File: config.mk
export PLATFORM = sky130hd
export DESIGN_NAME = fetch_sequencer_flat
export DESIGN_NICKNAME = d
export VERILOG_FILES = /design/src/rtl/fetch_sequencer_if.sv /design/src/rtl/fetch_sequencer.sv /design/src/flat_wrapper.sv
export SDC_FILE = /design/constraint.sdc
export NUM_CORES = 1
export LEC_CHECK = 0
export CAP_MARGIN = 10
export CELL_PAD_IN_SITES_DETAIL_PLACEMENT = 2
export CELL_PAD_IN_SITES_GLOBAL_PLACEMENT = 2
export CORE_UTILIZATION = 26
export DETAILED_ROUTE_END_ITERATION = 16
export GPL_ROUTABILITY_DRIVEN = 0
export PLACE_DENSITY_LB_ADDON = 0.2
export SLEW_MARGIN = 20
export SYNTH_ARGS = -nofsm -noshare
export SYNTH_HDL_FRONTEND = slang
export SYNTH_SLANG_ARGS = --single-unit
File: constraint.sdc
create_clock -name clk -period 2.2 [get_ports clk]
set_input_delay 0.22 -clock clk [delete_from_list [all_inputs] [get_ports clk]]
set_output_delay 0.22 -clock clk [all_outputs]
set_load 0.005 [all_outputs]
File: src/rtl/fetch_sequencer_if.sv
`default_nettype none
// ============================================================================
//  Module      : fetch_sequencer_if
//  Description : Bundle of the fetch sequencer's PC-register, instruction-
//                memory and decode-stage signals. The master modport is the
//                sequencer's view; the slave modport is the surrounding
//                PC register / memory / decode view.
//  Revision    : 1.0  initial release
// ============================================================================
interface fetch_sequencer_if #(
   parameter int ADDR_W  = 8,
   parameter int INSTR_W = 32
);
   // PC register side
   logic               fetch_en;
   logic [ADDR_W-1:0]  pc_current_address;
   logic               load;
   logic [ADDR_W-1:0]  pc_target_addr;
   // Instruction memory side
   logic               imem_req;
   logic [ADDR_W-1:0]  imem_addr;
   logic               imem_ack;
   logic [INSTR_W-1:0] imem_rdata;
   // Decode side
   logic               inst_valid;
   logic               inst_ready;
   logic [INSTR_W-1:0] inst_data;
   logic [ADDR_W-1:0]  inst_pc;
   // Redirect / status
   logic               redirect_valid;
   logic [ADDR_W-1:0]  redirect_addr;
   logic               misalign_err;

   modport master (
      input  fetch_en, pc_current_address, imem_ack, imem_rdata,
             inst_ready, redirect_valid, redirect_addr,
      output load, pc_target_addr, imem_req, imem_addr,
             inst_valid, inst_data, inst_pc, misalign_err
   );

   modport slave (
      output fetch_en, pc_current_address, imem_ack, imem_rdata,
             inst_ready, redirect_valid, redirect_addr,
      input  load, pc_target_addr, imem_req, imem_addr,
             inst_valid, inst_data, inst_pc, misalign_err
   );
endinterface
`default_nettype wire

File: src/rtl/fetch_sequencer.sv
`default_nettype none
// ============================================================================
//  Module      : fetch_sequencer
//  Description : Instruction-fetch sequencer. Reads the current PC, runs a
//                req/ack fetch to instruction memory, holds the word for
//                decode under valid/ready, then pulses load with the next
//                sequential or redirected PC.
//                Optional feature macro: FETCH_ALIGN_CHECK_EN (misaligned
//                redirect detection and target word-alignment).
//  Revision    : 1.0  initial release
// ============================================================================
module fetch_sequencer #(
   parameter int ADDR_W  = 8,
   parameter int INSTR_W = 32,
   parameter int PC_STEP = 4
) (
   input  wire                 clk,
   input  wire                 rst,     // asynchronous, active-low
   fetch_sequencer_if.master   bus
);

   typedef enum logic [2:0] {
      S_IDLE   = 3'd0,
      S_REQ    = 3'd1,
      S_HOLD   = 3'd2,
      S_DRAIN  = 3'd3,
      S_UPDATE = 3'd4
   } state_t;

   localparam logic [ADDR_W-1:0] C_PC_STEP = ADDR_W'(PC_STEP);

   state_t             r_state;
   logic [ADDR_W-1:0]  r_addr;        // address of the fetch in flight / held
   logic               r_imem_req;
   logic [ADDR_W-1:0]  r_imem_addr;
   logic               r_inst_valid;
   logic [INSTR_W-1:0] r_inst_data;
   logic [ADDR_W-1:0]  r_inst_pc;

   logic               w_accept;
   logic               w_load;
   logic [ADDR_W-1:0]  w_target;
   logic [ADDR_W-1:0]  w_redir_addr;
   logic               w_misalign_err;

   // Decode takes the held word this cycle
   assign w_accept = (r_state == S_HOLD) && r_inst_valid && bus.inst_ready;

`ifdef FETCH_ALIGN_CHECK_EN
   logic r_misalign;

   // Redirect targets are forced onto a word boundary
   assign w_redir_addr = {bus.redirect_addr[ADDR_W-1:2], 2'b00};

   // Sticky flag: any redirect with low address bits set, cleared only by reset
   always_ff @(posedge clk or negedge rst) begin
      if (!rst) begin
         r_misalign <= 1'b0;
      end else if (bus.redirect_valid && (bus.redirect_addr[1:0] != 2'b00)) begin
         r_misalign <= 1'b1;
      end
   end

   assign w_misalign_err = r_misalign;
`else
   assign w_redir_addr   = bus.redirect_addr;
   assign w_misalign_err = 1'b0;
`endif

   // load/target are combinational so the PC register updates on the same
   // edge as the accept or redirect; redirect wins over a simultaneous accept
   always_comb begin
      w_load   = 1'b0;
      w_target = '0;
      if (bus.redirect_valid) begin
         w_load   = 1'b1;
         w_target = w_redir_addr;
      end else if (w_accept) begin
         w_load   = 1'b1;
         w_target = r_addr + C_PC_STEP;   // wraps modulo 2^ADDR_W
      end
   end

   // Fetch state machine with registered memory/decode outputs
   always_ff @(posedge clk or negedge rst) begin
      if (!rst) begin
         r_state      <= S_IDLE;
         r_addr       <= '0;
         r_imem_req   <= 1'b0;
         r_imem_addr  <= '0;
         r_inst_valid <= 1'b0;
         r_inst_data  <= '0;
         r_inst_pc    <= '0;
      end else begin
         case (r_state)
            S_IDLE: begin
               if (bus.redirect_valid) begin
                  r_state <= S_UPDATE;
               end else if (bus.fetch_en) begin
                  r_addr      <= bus.pc_current_address;
                  r_imem_req  <= 1'b1;
                  r_imem_addr <= bus.pc_current_address;
                  r_state     <= S_REQ;
               end
            end

            S_REQ: begin
               if (bus.redirect_valid) begin
                  // A request already issued must complete; drain it if the
                  // ack has not arrived, otherwise just drop the data
                  if (bus.imem_ack) begin
                     r_imem_req <= 1'b0;
                     r_state    <= S_UPDATE;
                  end else begin
                     r_state    <= S_DRAIN;
                  end
               end else if (bus.imem_ack) begin
                  r_imem_req   <= 1'b0;
                  r_inst_data  <= bus.imem_rdata;
                  r_inst_pc    <= r_addr;
                  r_inst_valid <= 1'b1;
                  r_state      <= S_HOLD;
               end
            end

            S_HOLD: begin
               // Redirect drops the held word even if decode was ready
               if (bus.redirect_valid || bus.inst_ready) begin
                  r_inst_valid <= 1'b0;
                  r_state      <= S_UPDATE;
               end
            end

            S_DRAIN: begin
               // Stale data is discarded; further redirects only re-pulse load
               if (bus.imem_ack) begin
                  r_imem_req <= 1'b0;
                  r_state    <= S_UPDATE;
               end
            end

            S_UPDATE: begin
               if (bus.redirect_valid) begin
                  r_state <= S_UPDATE;
               end else if (bus.fetch_en) begin
                  r_addr      <= bus.pc_current_address;
                  r_imem_req  <= 1'b1;
                  r_imem_addr <= bus.pc_current_address;
                  r_state     <= S_REQ;
               end else begin
                  r_state <= S_IDLE;
               end
            end

            default: begin
               r_imem_req   <= 1'b0;
               r_inst_valid <= 1'b0;
               r_state      <= S_IDLE;
            end
         endcase
      end
   end

   assign bus.load           = w_load;
   assign bus.pc_target_addr = w_target;
   assign bus.imem_req       = r_imem_req;
   assign bus.imem_addr      = r_imem_addr;
   assign bus.inst_valid     = r_inst_valid;
   assign bus.inst_data      = r_inst_data;
   assign bus.inst_pc        = r_inst_pc;
   assign bus.misalign_err   = w_misalign_err;

endmodule
`default_nettype wire

File: src/flat_wrapper.sv
// flat-port wrapper written by rule: the top's interface ports become plain ports
module fetch_sequencer_flat 
#(
   parameter int ADDR_W  = 8,
   parameter int INSTR_W = 32,
   parameter int PC_STEP = 4
)
  (clk, rst, bus_fetch_en, bus_pc_current_address, bus_imem_ack, bus_imem_rdata, bus_inst_ready, bus_redirect_valid, bus_redirect_addr, bus_load, bus_pc_target_addr, bus_imem_req, bus_imem_addr, bus_inst_valid, bus_inst_data, bus_inst_pc, bus_misalign_err);
  fetch_sequencer_if #(.ADDR_W(ADDR_W), .INSTR_W(INSTR_W)) bus_i ();
  input  wire clk;
  input  wire rst;
  input wire logic [$bits(bus_i.fetch_en)-1:0] bus_fetch_en;
  input wire logic [$bits(bus_i.pc_current_address)-1:0] bus_pc_current_address;
  input wire logic [$bits(bus_i.imem_ack)-1:0] bus_imem_ack;
  input wire logic [$bits(bus_i.imem_rdata)-1:0] bus_imem_rdata;
  input wire logic [$bits(bus_i.inst_ready)-1:0] bus_inst_ready;
  input wire logic [$bits(bus_i.redirect_valid)-1:0] bus_redirect_valid;
  input wire logic [$bits(bus_i.redirect_addr)-1:0] bus_redirect_addr;
  output wire logic [$bits(bus_i.load)-1:0] bus_load;
  output wire logic [$bits(bus_i.pc_target_addr)-1:0] bus_pc_target_addr;
  output wire logic [$bits(bus_i.imem_req)-1:0] bus_imem_req;
  output wire logic [$bits(bus_i.imem_addr)-1:0] bus_imem_addr;
  output wire logic [$bits(bus_i.inst_valid)-1:0] bus_inst_valid;
  output wire logic [$bits(bus_i.inst_data)-1:0] bus_inst_data;
  output wire logic [$bits(bus_i.inst_pc)-1:0] bus_inst_pc;
  output wire logic [$bits(bus_i.misalign_err)-1:0] bus_misalign_err;
  assign bus_i.fetch_en = bus_fetch_en;
  assign bus_i.pc_current_address = bus_pc_current_address;
  assign bus_i.imem_ack = bus_imem_ack;
  assign bus_i.imem_rdata = bus_imem_rdata;
  assign bus_i.inst_ready = bus_inst_ready;
  assign bus_i.redirect_valid = bus_redirect_valid;
  assign bus_i.redirect_addr = bus_redirect_addr;
  assign bus_load = bus_i.load;
  assign bus_pc_target_addr = bus_i.pc_target_addr;
  assign bus_imem_req = bus_i.imem_req;
  assign bus_imem_addr = bus_i.imem_addr;
  assign bus_inst_valid = bus_i.inst_valid;
  assign bus_inst_data = bus_i.inst_data;
  assign bus_inst_pc = bus_i.inst_pc;
  assign bus_misalign_err = bus_i.misalign_err;
  fetch_sequencer #(.ADDR_W(ADDR_W), .INSTR_W(INSTR_W), .PC_STEP(PC_STEP)) u_core (.clk(clk), .rst(rst), .bus(bus_i));
endmodule
---- Yosys cells after proc, flatten, opt, wreduce, memory -nomap -nowiden ----
Cells that the tools add are included.
word-level totals
  flip-flop bits (word level) ............. 53
  latch bits .............................. 0
  memory bits (writable) .................. 0
  memory bits (read-only) ................. 0
  output and inout port bits .............. 60
  memories ................................ 0
operators by class
  add/sub/neg operators ................... 1
  $mul .................................... 0
  div/mod/pow operators ................... 0
  order comparisons ....................... 0
  eq/ne operators ......................... 13
  shifts and indexed selects .............. 0
  multiplexer cells ....................... 22
  bitwise operators ....................... 3
  reduce and logical (&&, ||, !) cells .... 12
operators by type and width
  cell                                                                    number
  3-bit two-way mux                                                       8
  8-bit two-way mux                                                       2
  3-bit one-hot mux with 5 select lines                                   1
  4-bit AND reduction                                                     3
  2-bit != test (second input constant)                                   5
  1-bit two-way mux                                                       9
  8-bit by 3-bit adder with 8-bit output (second input constant)          1
  3-bit by 2-bit equality test with 1-bit output (second input constant)  2
  3-bit != test (second input constant)                                   2
  1-bit one-hot mux with 3 select lines                                   2
  3-bit AND reduction                                                     2
  2-bit by 1-bit != test with 1-bit output (second input constant)        2
  2-bit OR reduction                                                      2
  3-bit by 1-bit equality test with 1-bit output (second input constant)  1
  3-bit equality test (second input constant)                             1
  3-bit zero test                                                         1
  1-bit NOT                                                               3
  3-bit OR reduction                                                      1
  1-bit logical AND                                                       2
  1-bit logical OR                                                        1

---- Logic depth before layout (Yosys ltp) ----
Gate-level depths: netlist of run 1.
  depth in word-level cells ............... 5
  gate-level depth with buffers ........... 5
  gate-level depth less buffers ........... 4

---- Worst setup path after synthesis of run 1 ----
OpenSTA, ideal clock, no wires.
  path type ............................... flip-flop to flip-flop
  start point ............................. register u_core.r_state[2]
  end point ............................... register u_core.r_inst_data[10] (netlist: u_core.bus.inst_data[10])
  library setup time ...................... 125 ps
  data arrival time ....................... 1619 ps
  required time ........................... 2075 ps
  path slack .............................. 456 ps
  stages on the path, launching flop included .. 6
  path buffers ............................ 2
  period minus slack after synthesis ...... 1744 ps
  cells stage by stage .................... dfrtp_1 -> nand2b_1 -> or4b_1 -> buf_6 -> buf_12 -> mux2_4
on the way
  cells in the longest elaborated chain, start to end .. 2
RTL lines
  item                                            line                    text
  from (decl)                                     fetch_sequencer.sv:32   state_t r_state;
  from (signal assigned)                          fetch_sequencer.sv:87   r_state <= S_IDLE;
  from (signal assigned)                          fetch_sequencer.sv:98   r_state <= S_UPDATE;
  from (signal assigned)                          fetch_sequencer.sv:103  r_state <= S_REQ;
  3-bit by 1-bit equality test with 1-bit output  fetch_sequencer.sv:95   case (r_state)
  3-bit AND reduction (no line)                   --
  to (signal assigned)                            fetch_sequencer.sv:119  r_inst_data <= bus.imem_rdata;
  to (decl)                                       fetch_sequencer.sv:37   logic [INSTR_W-1:0] r_inst_data;
No other way between the ends.
A chain may end at the register's enable or synchronous reset.

---- Worst setup path after layout of run 1 ----
  start point ............................. register u_core.r_state[0]
  end point ............................... output bus_pc_target_addr[2]
on the way
  cells in the longest elaborated chain, start to end .. 5
RTL lines
  item                                            line                   text
  3-bit by 2-bit equality test with 1-bit output  fetch_sequencer.sv:47  assign w_accept = (r_state == S_HOLD) && r_inst_valid && bus.inst_ready;
  1-bit logical AND (2 in a row)                  fetch_sequencer.sv:47
  8-bit two-way mux                               fetch_sequencer.sv:78  end else if (w_accept) begin
  8-bit two-way mux                               fetch_sequencer.sv:75  if (bus.redirect_valid) begin
  to (decl)                                       flat_wrapper.sv:20     output wire logic [$bits(bus_i.pc_target_addr)-1:0] bus_pc_target_addr;
No other way between the ends.

==> results.md, run 1 <==
- Status: finished, violations left
- Failing checks: design-rule violations
- CP Buf/Inv Count: 1
- CP max stage delay: about 0.53 ns
- Leak: ~1.8 nW
- Sequential-to-total area share from yosys stat: ~54%
- Commonest cells in the netlist: 53 x dfrtp_1, 39 x mux2_4, 12 x nand2_1, 12 x o21ai_0, 7 x mux2_2
- Arrival time worst endpoint: approximately 1.9 ns
- Worst VDD drop: 341 uV
- Critical path type: reg -> out
- Peak Freq: 475 MHz
- Final setup fails: 0
- Clock tree sinks: 53
- Synth area leader: dfrtp_1
- Count leader, synth: dfrtp_1
- Yosys warnings: 0
- Area share of xor/xnor cells in the synthesized design: approximately 1.1%
- Final nets: 349
- Post-Layout Cell Count: 406
- CP startpoint kind: flip-flop
- Root buffer cell: clkbuf_8
- Prevailing post-synth register cell: dfrtp_1
- Port bufs: about 110
- Mapped Cells: approximately 170
- Syn-to-layout area delta: 58.6%
- Final Skew: between 0.007 and 0.008 ns
- Core area: just over 9000 um^2
- DP Cell Count: a little under 400
- Final Slew Violations: 0
- FP Rows: 35
- CP top delay family: buffers and inverters
- Grt total ovfl: 0
- Synth Register Bits: 53
- Post-Route WL: between 6000 and 7000 um
- Multiplexer area fraction after synthesis: between 20% and 30%
- Largest family of logic cells by synthesized area: multiplexers
- Final worst slack: between 0.09 and 0.1 ns
- Unique masters post-synth: 37
- Post-Syn Nets: around 220
- CTS max path bufs: 2
- Min Clock Period, post-route: 2.11 ns
- R2R cell count: 5
- DP HPWL: between 5000 and 6000 um
- Via-to-Cell Ratio: between 4 and 5
- Vias in the first global route: around 2100
- PwrDens: a little over 1000 nW/um^2
- Routed vias: 1847
- Adder-cell share of the synthesized area: less than 1%
- TritonCTS clock tree: yes
- GRT Total Usage: between 10% and 20%
- WL/cell: between 15 and 20 um
- Initial Util: between 20% and 30%
- Worst-Skew Late Latency: around 0.30 ns
- Antenna cells: 0
- Final period utilization: roughly 96%
- Pre-CTS setup slack: approximately 0.044 ns
- Post-synthesis simple-gate area fraction: roughly 6%
- Final ANT Viol Nets: 0
- Max-cap check violation count: 0
- CP max-delay cell: clkdlybuf4s50_1
- Share of the synthesized area in the top cell type: between 50% and 60%
- Die Width: approximately 100 um
- WP depth: 4
- Drc violations: 2
- Pin count of the biggest net entering global routing: 42
- Worst path cell trace: and4bb_2 > nand2_2 > o21ai_0 > clkdlybuf4s50_1
- Mapped cell area: ~2500 um^2
- Ranking of synthesized cells by area: dfrtp_1 54%, mux2_4 24%, buf_12 3.3%
- Top fanout value on the critical path: 7
- Layout cells sized above 1: between 20% and 30%
- Async SR Flop Fraction: 100%
- Final Hold Viols: 0
- Compound-Gate Fraction of Synth Area: under 10%
- Die Height: 99.2 um
- EDFF count, synth: 0
- I/O Pins: 114
- Num CTS Buffers: 5
- Critical Path Sink Type: output port
- Initial antenna violation count: 0
- Initial DRT Pass Iterations: 10
- Hold/Removal Path Class: in -> async
- Clock Pin Slew Worst Setup and Hold Paths: approximately 0.10 ns
- WP data required: 1.98 ns
- DRT iter0 DRCs: 35
- Mean Syn Cell Area: about 15 um^2
- First-pass GRT wire length: around 11000 um
- Level count of the clock H-tree: 2
- Die ar.: around 9800 um^2
cell type report:
type	instances	area (um^2)
Sequential cell	53	1330
Multi-Input combinational cell	100	1010
Fill cell	957	5300
Clock buffer	5	68.8
Clock inverter	3	65.1
Tap cell	111	139
Timing Repair Buffer	130	1270
Inverter	4	15.0
final timing paths:
kind | from | to | slack [ns]
setup reg to reg | u_core.r_state[2] | u_core.bus.inst_pc[2] | 0.11
min in group clk | bus_pc_current_address[0] | u_core.r_addr[0] | 0.49
setup / recovery | u_core.r_state[0] | bus_pc_target_addr[2] | 0.09
hold reg to reg | u_core.bus.inst_data[25] | u_core.bus.inst_data[25] | 0.52
max in group asynchronous | rst | u_core.r_addr[3] | 1.14
hold / removal | rst | u_core.bus.inst_data[7] | 0.42
logic make-up after synthesis:
group / count (synthesis)
flops: 53
mux: 46
simple gates: 27
compound gates: 22
buf+inv: 14
xor+xnor: 3
fa+ha+maj: 1
other cells: 1
registers in the layout, indices dropped and copies added (netlist names):
| name | count |
|---|---|
| u_core.bus.inst_data | 32 |
| u_core.bus.inst_pc | 8 |
| u_core.bus.inst_valid | 1 |
| u_core.r_state | 3 |
| u_core.bus.imem_req | 1 |
| u_core.r_addr | 8 |
through the flow:
stage	total power, mW	area [um^2]	TNS, ns	hold WS (ns)	utilization [%]
floorplan	2.19	2450	0	-0.0756	-
global placement	3.17	3700	0	0.227	40.3
detailed placement	3.22	3700	0	0.220	40.3
CTS	4.02	3860	0	0.424	41.9
global route	4.21	3890	-0.0138	0.457	42.3
finish	3.97	3890	0	0.420	42.3
metal layers:
metal / vias to the layer above / GRT usage (%) / part of all wire [%]
met5: - / 0 / 0
met4: 0 / 3.73 / 0.71
met3: 2 / 3.16 / 6.1
met2: 77 / 25.0 / 49
met1: 937 / 19.0 / 45
li1: 831 / - / -
what timing repair did:
action	CTS	global route
hold buffers	1	0
endpoints found under the setup margin	7	8
hold endpoints to repair	21	0
pin swaps	1	0
gates resized for setup	2	8
buffers inserted	1	4
where the power goes:
part	switching, mW	internal, mW	leakage (nW)
Sequential	0.250	1.34	0.646
Combinational	0.418	1.19	1.08
Clock	0.315	0.452	0.0681
cells in the final DEF, fill, tap and decap left out, types with 2 or more instances in the layout:
cell and n:
nand2_1 11, bufinv_16 2, clkbuf_8 5, xnor2_1 2, mux2_2 7, nand2b_1 2
dfrtp_1 50, buf_4 16, o21ai_1 5, mux2_4 39, nor2b_1 3, clkdlybuf4s50_1 110
o21ai_0 7, inv_1 4, dfrtp_2 3, a21oi_1 2
worst reg2reg max path: stages (launching register included):
cell      delay, ns
dfrtp_2        0.42
buf_4          0.15
nand2b_1       0.15
or4b_2         0.65
buf_12         0.24
mux2_4         0.36
Note: power is estimated with default switching activity, not from simulation.
==> run 2: changes to the inputs <==
--- a/config.mk
+++ b/config.mk
@@ -8,6 +8,7 @@
 export CAP_MARGIN = 10
 export CELL_PAD_IN_SITES_DETAIL_PLACEMENT = 2
 export CELL_PAD_IN_SITES_GLOBAL_PLACEMENT = 2
+export CORE_MARGIN = 3
 export CORE_UTILIZATION = 26
 export DETAILED_ROUTE_END_ITERATION = 16
 export GPL_ROUTABILITY_DRIVEN = 0
==> run 2 against run 1 <==
The run now ends clean. Sequential power about the same. Critical path depth unchanged. Die area up 8.2%. Power increased by 0.92%. First-iteration DRC count rose by 71%. Final cell count fell by 0.99%. Fmax fell by 1.5%. Clock power is 2% higher. Wire length increased by 3.9%. Worst setup slack got worse by 0.032 ns. Highest routed layer unchanged.
==> results.md, run 2 (same netlist as run 1, synthesis figures left out) <==
- Status: finished, final reports clean (was finished, violations left)
- Switching Fraction: 25.2% (was 24.8%)
- Finished Cell Area: 3900 um^2 (was 3890 um^2)
- Worst-Skew Late Latency: 0.31 ns (was 0.30 ns)
- GRT Total Usage: 13.5% (was 14.7%)
- Pint: 2.99 mW (about the same)
- Layout cells sized above 1: 27.6% (was 27.8%)
- Sw power: 1.01 mW (was 983 uW)
- Max-cap check violation count: 0 (unchanged)
- Peak Freq: 467 MHz (was 475 MHz)
- Clock tree sinks: 53 (unchanged)
- FP Rows: 34 (was 35)
- Level count of the clock H-tree: 2 (unchanged)
- Total power: 4.01 mW (was 3.97 mW)
- Unrepaired setup endpoints after global routing: yes
- Clock power frac: 19.6% (was 19.3%)
- Final Hold Viols: 0 (unchanged)
- Hold/Removal Path Class: in -> async (unchanged)
- Critical Path Sink Type: output port (unchanged)
- Core area: 8930 um^2 (was 9200 um^2)
- PwrDens: 1030 nW/um^2 (was 1020 nW/um^2)
- Drc violations: 0 (was 2)
- Part of the power in registers: 39.4% (was 40.1%)
- Initial Util: 27.5% (was 26.7%)
- Worst slew pin tran: roughly 0.58 ns
- CP max-delay cell: clkdlybuf4s50_1 (unchanged)
- Worst VDD drop: 370 uV (was 341 uV)
- I/O Pins: 114 (unchanged)
- Final Skew: 0.0122 ns (was 0.00796 ns)
- Via-to-Cell Ratio: 4.51 (was 4.55)
- Top fanout value on the critical path: 4 (was 7)
- Die Width: 103 um (was 99.2 um)
- Syn-to-layout area delta: 58.7% (was 58.6%)
- CP top delay family: buffers and inverters (unchanged)
- Grt total ovfl: 0 (unchanged)
- Routed vias: 1813 (was 1847)
- Final worst slack: 0.0606 ns (was 0.0931 ns)
- CP Buf/Inv Count: 1 (unchanged)
- Pin count of the biggest net entering global routing: 42 (unchanged)
- Slew HR: around 60%
- Arrival time worst endpoint: 1.92 ns (was 1.89 ns)
- Final nets: 348 (was 349)
- DP HPWL: 5240 um (was 5100 um)
- WL/cell: 17.6 um (was 16.8 um)
- Root buffer cell: clkbuf_8 (unchanged)
- Combinational share of power: 41.0% (was 40.6%)
- Commonest non-fill, non-tap cell in the layout: clkdlybuf4s50_1 (unchanged)
- Num CTS Buffers: 5 (unchanged)
- Pre-CTS setup slack: 0.173 ns (was 0.0443 ns)
- Max reg flops: 32 (unchanged)
- Setup TNS Final: 0 ns (unchanged)
- Final setup fails: 0 (unchanged)
- Clock Pin Slew Worst Setup and Hold Paths: 0.11 ns (was 0.10 ns)
- Initial DRT Pass Iterations: 4 (was 10)
- Die ar.: 10600 um^2 (was 9830 um^2)
- Die Height: 103 um (was 99.2 um)
- Antenna cells: 0 (unchanged)
- CTS max path bufs: 2 (unchanged)
- Port bufs: 112 (unchanged)
- Final ANT Viol Nets: 0 (unchanged)
- Min Clock Period, post-route: 2.14 ns (was 2.11 ns)
- Initial antenna violation count: 0 (unchanged)
- Placed Area: 3710 um^2 (was 3700 um^2)
- CP startpoint kind: flip-flop (unchanged)
- Most frequent cells in the layout: 111 x clkdlybuf4s50_1, 51 x dfrtp_1, 39 x mux2_4 (was 110 x clkdlybuf4s50_1, 50 x dfrtp_1, 39 x mux2_4)
- WP data required: 1.98 ns (about the same)
- DRT iter0 DRCs: 60 (was 35)
- TritonCTS clock tree: yes (unchanged)
- Critical path type: reg -> out (unchanged)
- First-pass GRT wire length: 11100 um (was 11200 um)
- Final Slew Violations: 0 (unchanged)
- Fillers: 924 (was 957)
- Vias in the first global route: 2036 (was 2127)
- CP max stage delay: 0.53 ns (about the same)
- Worst path cell trace: and3_1 > a31o_2 > o211ai_1 > clkdlybuf4s50_1 (was and4bb_2 > nand2_2 > o21ai_0 > clkdlybuf4s50_1)
- Leak: 1.78 nW (was 1.80 nW)
- Core Util, Final: 43.6% (was 42.3%)
- Final period utilization: 97.2% (was 95.8%)
- Post-Route WL: 7070 um (was 6800 um)
==> run 2: cell count changes in the layout (fill, tap and decap cells not counted), sizes merged <==
cell / change
clkdlybuf4s50: +1
dlymetal6s2s: -1
buf: -1
==> run 2: what timing repair did <==
| item | CTS | global route |
|---|---|---|
| hold buffers | 1 | 0 |
| setup buffers | 3 | 2 |
| resized for setup | 3 | 1 |
| endpoints found under the setup margin | 7 | 6 |
| hold endpoints to repair | 23 | 0 |
| pin swaps | 1 | 0 |
==> run 2: worst paths after layout <==
check                                          startpoint                       end  slack (ns)  depth (start not counted)
worst max-delay path                     u_core.r_addr[3]     bus_pc_target_addr[7]        0.06                          4
worst min-delay path                                  rst     u_core.bus.inst_pc[2]        0.43                          2
worst max register to register          u_core.r_state[2]     u_core.bus.inst_pc[4]        0.25                          5
worst min register to register    u_core.bus.inst_data[4]   u_core.bus.inst_data[4]        0.52                          1
max in group asynchronous                             rst  u_core.bus.inst_data[24]        1.19                          3
min in group clk                bus_pc_current_address[0]          u_core.r_addr[0]        0.47                          3
==> run 2: per-layer routing <==
metal	part of all wire, %	wire, um	vias to the layer above	global-route usage (%)
li1	-	-	832	-
met5	0	0	-	0
met4	0.98	69	0	3.88
met2	48	3420	70	22.9
met1	44	3080	906	17.0
met3	6.9	489	5	3.62
==> run 2: power by group through the flow <==
stage | combinational [mW] | clock, mW | sequential, mW
after detailed placement | 1.63 | 0 | 1.60
after CTS | 1.66 | 0.817 | 1.59
final | 1.64 | 0.785 | 1.58
after global routing | 1.77 | 0.851 | 1.63
after global placement | 1.60 | 0 | 1.58
after floorplan | 0.595 | 0 | 1.59
==> run 2: cell type report <==
cell class / count / area, um^2 / area share (%)
clock buffers: 5 / 68.8 / 1.77
well taps: 108 / 135 / 3.47
multi-input cells: 100 / 1010 / 26.0
flip-flops and latches: 53 / 1330 / 34.1
repair buffers: 129 / 1270 / 32.6
inverters: 4 / 15.0 / 0.385
clock inverters: 3 / 65.1 / 1.67
==> run 2: per-stage QoR <==
stage	std cells	hold slack, ns
finish	402	0.433
CTS	400	0.440
floorplan	167	-0.0756
global route	402	0.484
global placement	388	0.254
detailed placement	388	0.257
==> run 3: changes to the inputs <==
--- a/config.mk
+++ b/config.mk
@@ -9,10 +9,10 @@
 export CELL_PAD_IN_SITES_DETAIL_PLACEMENT = 2
 export CELL_PAD_IN_SITES_GLOBAL_PLACEMENT = 2
 export CORE_MARGIN = 3
-export CORE_UTILIZATION = 26
+export CORE_UTILIZATION = 28
 export DETAILED_ROUTE_END_ITERATION = 16
 export GPL_ROUTABILITY_DRIVEN = 0
-export PLACE_DENSITY_LB_ADDON = 0.2
+export PLACE_DENSITY = 0.94
 export SLEW_MARGIN = 20
 export SYNTH_ARGS = -nofsm -noshare
 export SYNTH_HDL_FRONTEND = slang
==> constraint.sdc (replaced) <==
create_clock -name clk -period 2.5 [get_ports clk]
set_input_delay 0.25 -clock clk [delete_from_list [all_inputs] [get_ports clk]]
set_output_delay 0.25 -clock clk [all_outputs]
set_load 0.005 [all_outputs]
==> run 3 against run 2 <==
Worst hold slack better by 0.0025 ns. Wire length is 9.2% higher. Clock skew decreased by 0.0083 ns. Flip-flop and latch count unchanged. Largest power group is now sequential cells. Critical endpoint unchanged.
==> results.md, run 3 (same netlist as run 1, synthesis figures left out) <==
- Final ANT Viol Nets: 0 (unchanged)
- Final Hold Viols: 0 (unchanged)
- Reg-to-reg slack, setup: 0.53 ns (was 0.25 ns)
- Worst-Skew Late Latency: 0.30 ns (was 0.31 ns)
- Fillers: 827 (was 924)
- Via-to-Cell Ratio: 4.61 (was 4.51)
- Hold/Removal Path Class: in -> async (unchanged)
- Max-cap check violation count: 0 (unchanged)
- Core area: 8380 um^2 (was 8930 um^2)
- I/O Pins: 114 (unchanged)
- Unrepaired setup endpoints after global routing: no (was yes)
- PwrDens: 931 nW/um^2 (was 1030 nW/um^2)
- Final worst slack: 0.186 ns (was 0.0606 ns)
- WL/cell: 19.8 um (was 17.6 um)
- Worst VDD drop: 288 uV (was 370 uV)
- Final Slew Violations: 0 (unchanged)
- Pre-CTS setup slack: 0.112 ns (was 0.173 ns)
- FP Rows: 33 (was 34)
- Top fanout value on the critical path: 7 (was 4)
- Antenna cells: 0 (unchanged)
- First-pass GRT wire length: 11900 um (was 11100 um)
- DRT iter0 DRCs: 41 (was 60)
- Peak Freq: 432 MHz
- Vias in the first global route: 2110 (was 2036)
- Root buffer cell: clkbuf_8 (unchanged)
- Grt total ovfl: 0 (unchanged)
- Arrival time worst endpoint: 2.06 ns (was 1.92 ns)
- Multi-input logic area: 1010 um^2 (about the same)
- DP HPWL: 5920 um (was 5240 um)
- Final Skew: 0.00386 ns (was 0.0122 ns)
- R2R cell count: 4 (was 5)
- Die Height: 99.6 um (was 103 um)
- Register area: 1330 um^2 (about the same)
- Level count of the clock H-tree: 2 (unchanged)
- Post-CTS setup buffers: 0 (was 3)
- TritonCTS clock tree: yes (unchanged)
- Final period utilization: between 90% and 100%
- Status: finished, final reports clean (unchanged)
- Clock tree sinks: 53 (unchanged)
- Clock Pin Slew Worst Setup and Hold Paths: 0.10 ns (was 0.11 ns)
- CTS max path bufs: 2 (unchanged)
- GRT Total Usage: 15.6% (was 13.5%)
- Initial Util: 29.3% (was 27.5%)
- Critical path type: reg -> out (unchanged)
- FF-to-FF End: u_core.bus.inst_data[12] (was u_core.bus.inst_pc[4])
- Most frequent cells in the layout: 111 x clkdlybuf4s50_1, 53 x dfrtp_1, 39 x mux2_4 (was 111 x clkdlybuf4s50_1, 51 x dfrtp_1, 39 x mux2_4)
- Critical Path Sink Type: output port (unchanged)
- Total power: 3.54 mW (was 4.01 mW)
- Pin count of the biggest net entering global routing: 35 (was 42)
- Die ar.: 9930 um^2 (was 10600 um^2)
- Num CTS Buffers: 5 (unchanged)
- Initial DRT Pass Iterations: 4 (unchanged)
- Min Clock Period, post-route: between 2 and 2.5 ns
- Core Util, Final: 45.3% (was 43.6%)
- Layout cells sized above 1: 24.2% (was 27.6%)
- Final setup fails: 0 (unchanged)
- Syn-to-layout area delta: 54.7% (was 58.7%)
- Setup TNS Final: 0 ns (unchanged)
- FF-to-FF Start: u_core.r_state[2] (unchanged)
- Max reg flops: 32 (unchanged)
- Post-Route WL: 7720 um (was 7070 um)
- Routed vias: 1798 (was 1813)
- Final nets: 339 (was 348)
- Die Width: 99.6 um (was 103 um)
- Drc violations: 0 (unchanged)
- Port bufs: 112 (unchanged)
- CP startpoint kind: flip-flop (unchanged)
- Initial antenna violation count: 0 (unchanged)
- WP data required: 2.25 ns (was 1.98 ns)
- Commonest non-fill, non-tap cell in the layout: clkdlybuf4s50_1 (unchanged)
- Leak: 1.73 nW (was 1.78 nW)
-- run 3: cell types whose count changed in the layout (fill, tap and decap cells not counted), sizes merged --
cell    previous run  this run
inv                4         5
clkinv             1         0
buf               17         8
-- run 3: critical path: stages, from the launching register on --
cell and delay (ns):
dfrtp_1 0.47, and4bb_2 0.39, nand2_2 0.13, o211ai_1 0.22, clkdlybuf4s50_1 0.54
-- run 3: power by group --
group | leakage [nW] | total (mW) | internal, mW | switching, mW
logic | 1.01 | 1.41 | 1.03 | 0.385
clock network | 0.0687 | 0.704 | 0.403 | 0.300
registers | 0.649 | 1.42 | 1.18 | 0.241
-- run 3: per-stage QoR --
| stage | hold WS [ns] | instance area (um^2) | std cells |
|---|---|---|---|
| floorplan | -0.0456 | 2450 | 167 |
| global route | 0.474 | 3800 | 390 |
| finish | 0.435 | 3800 | 390 |
| CTS | 0.453 | 3800 | 390 |
| detailed placement | 0.235 | 3650 | 381 |
| global placement | 0.218 | 3650 | 381 |
-- run 3: area by class of cell --
cell class	instances	area share, %
inverter	4	0.395
multi-input combinational	100	26.6
clock inverter	3	1.81
clock buffer	5	1.81
tap	105	3.46
timing repair buffer	120	31.0
sequential	53	34.9
-- run 3: metal layers --
metal  routed length, um  vias to the layer above  global-route usage, %
met5                   0                        -                      0
met4                  34                        0                   2.21
met1                3060                      927                   18.2
met3                 286                        4                   2.81
li1                    -                      812                      -
met2                4340                       55                   30.2
-- run 3: what timing repair did --
| item | in CTS | in global routing |
|---|---|---|
| hold buffers | 1 | 0 |
| gates resized for setup | 0 | 2 |
| setup endpoints to repair | 0 | 4 |
| endpoints found under the hold margin | 19 | 0 |
-- run 3: how the worst max path moves through the flow --
| stage | startpoint | end | cells after the start |
|---|---|---|---|
| 2_1_floorplan | u_core.r_state[2] | u_core.bus.inst_data[10] | 5 |
| 3_3_place_gp | bus_inst_ready | bus_pc_target_addr[7] | 5 |
| 3_5_place_dp | bus_inst_ready | bus_pc_target_addr[4] | 5 |
| 4_1_cts | u_core.r_state[2] | bus_pc_target_addr[4] | 4 |
| 5_1_grt | u_core.r_state[2] | bus_pc_target_addr[6] | 4 |
| 6_report | u_core.r_state[2] | bus_pc_target_addr[7] | 4 |
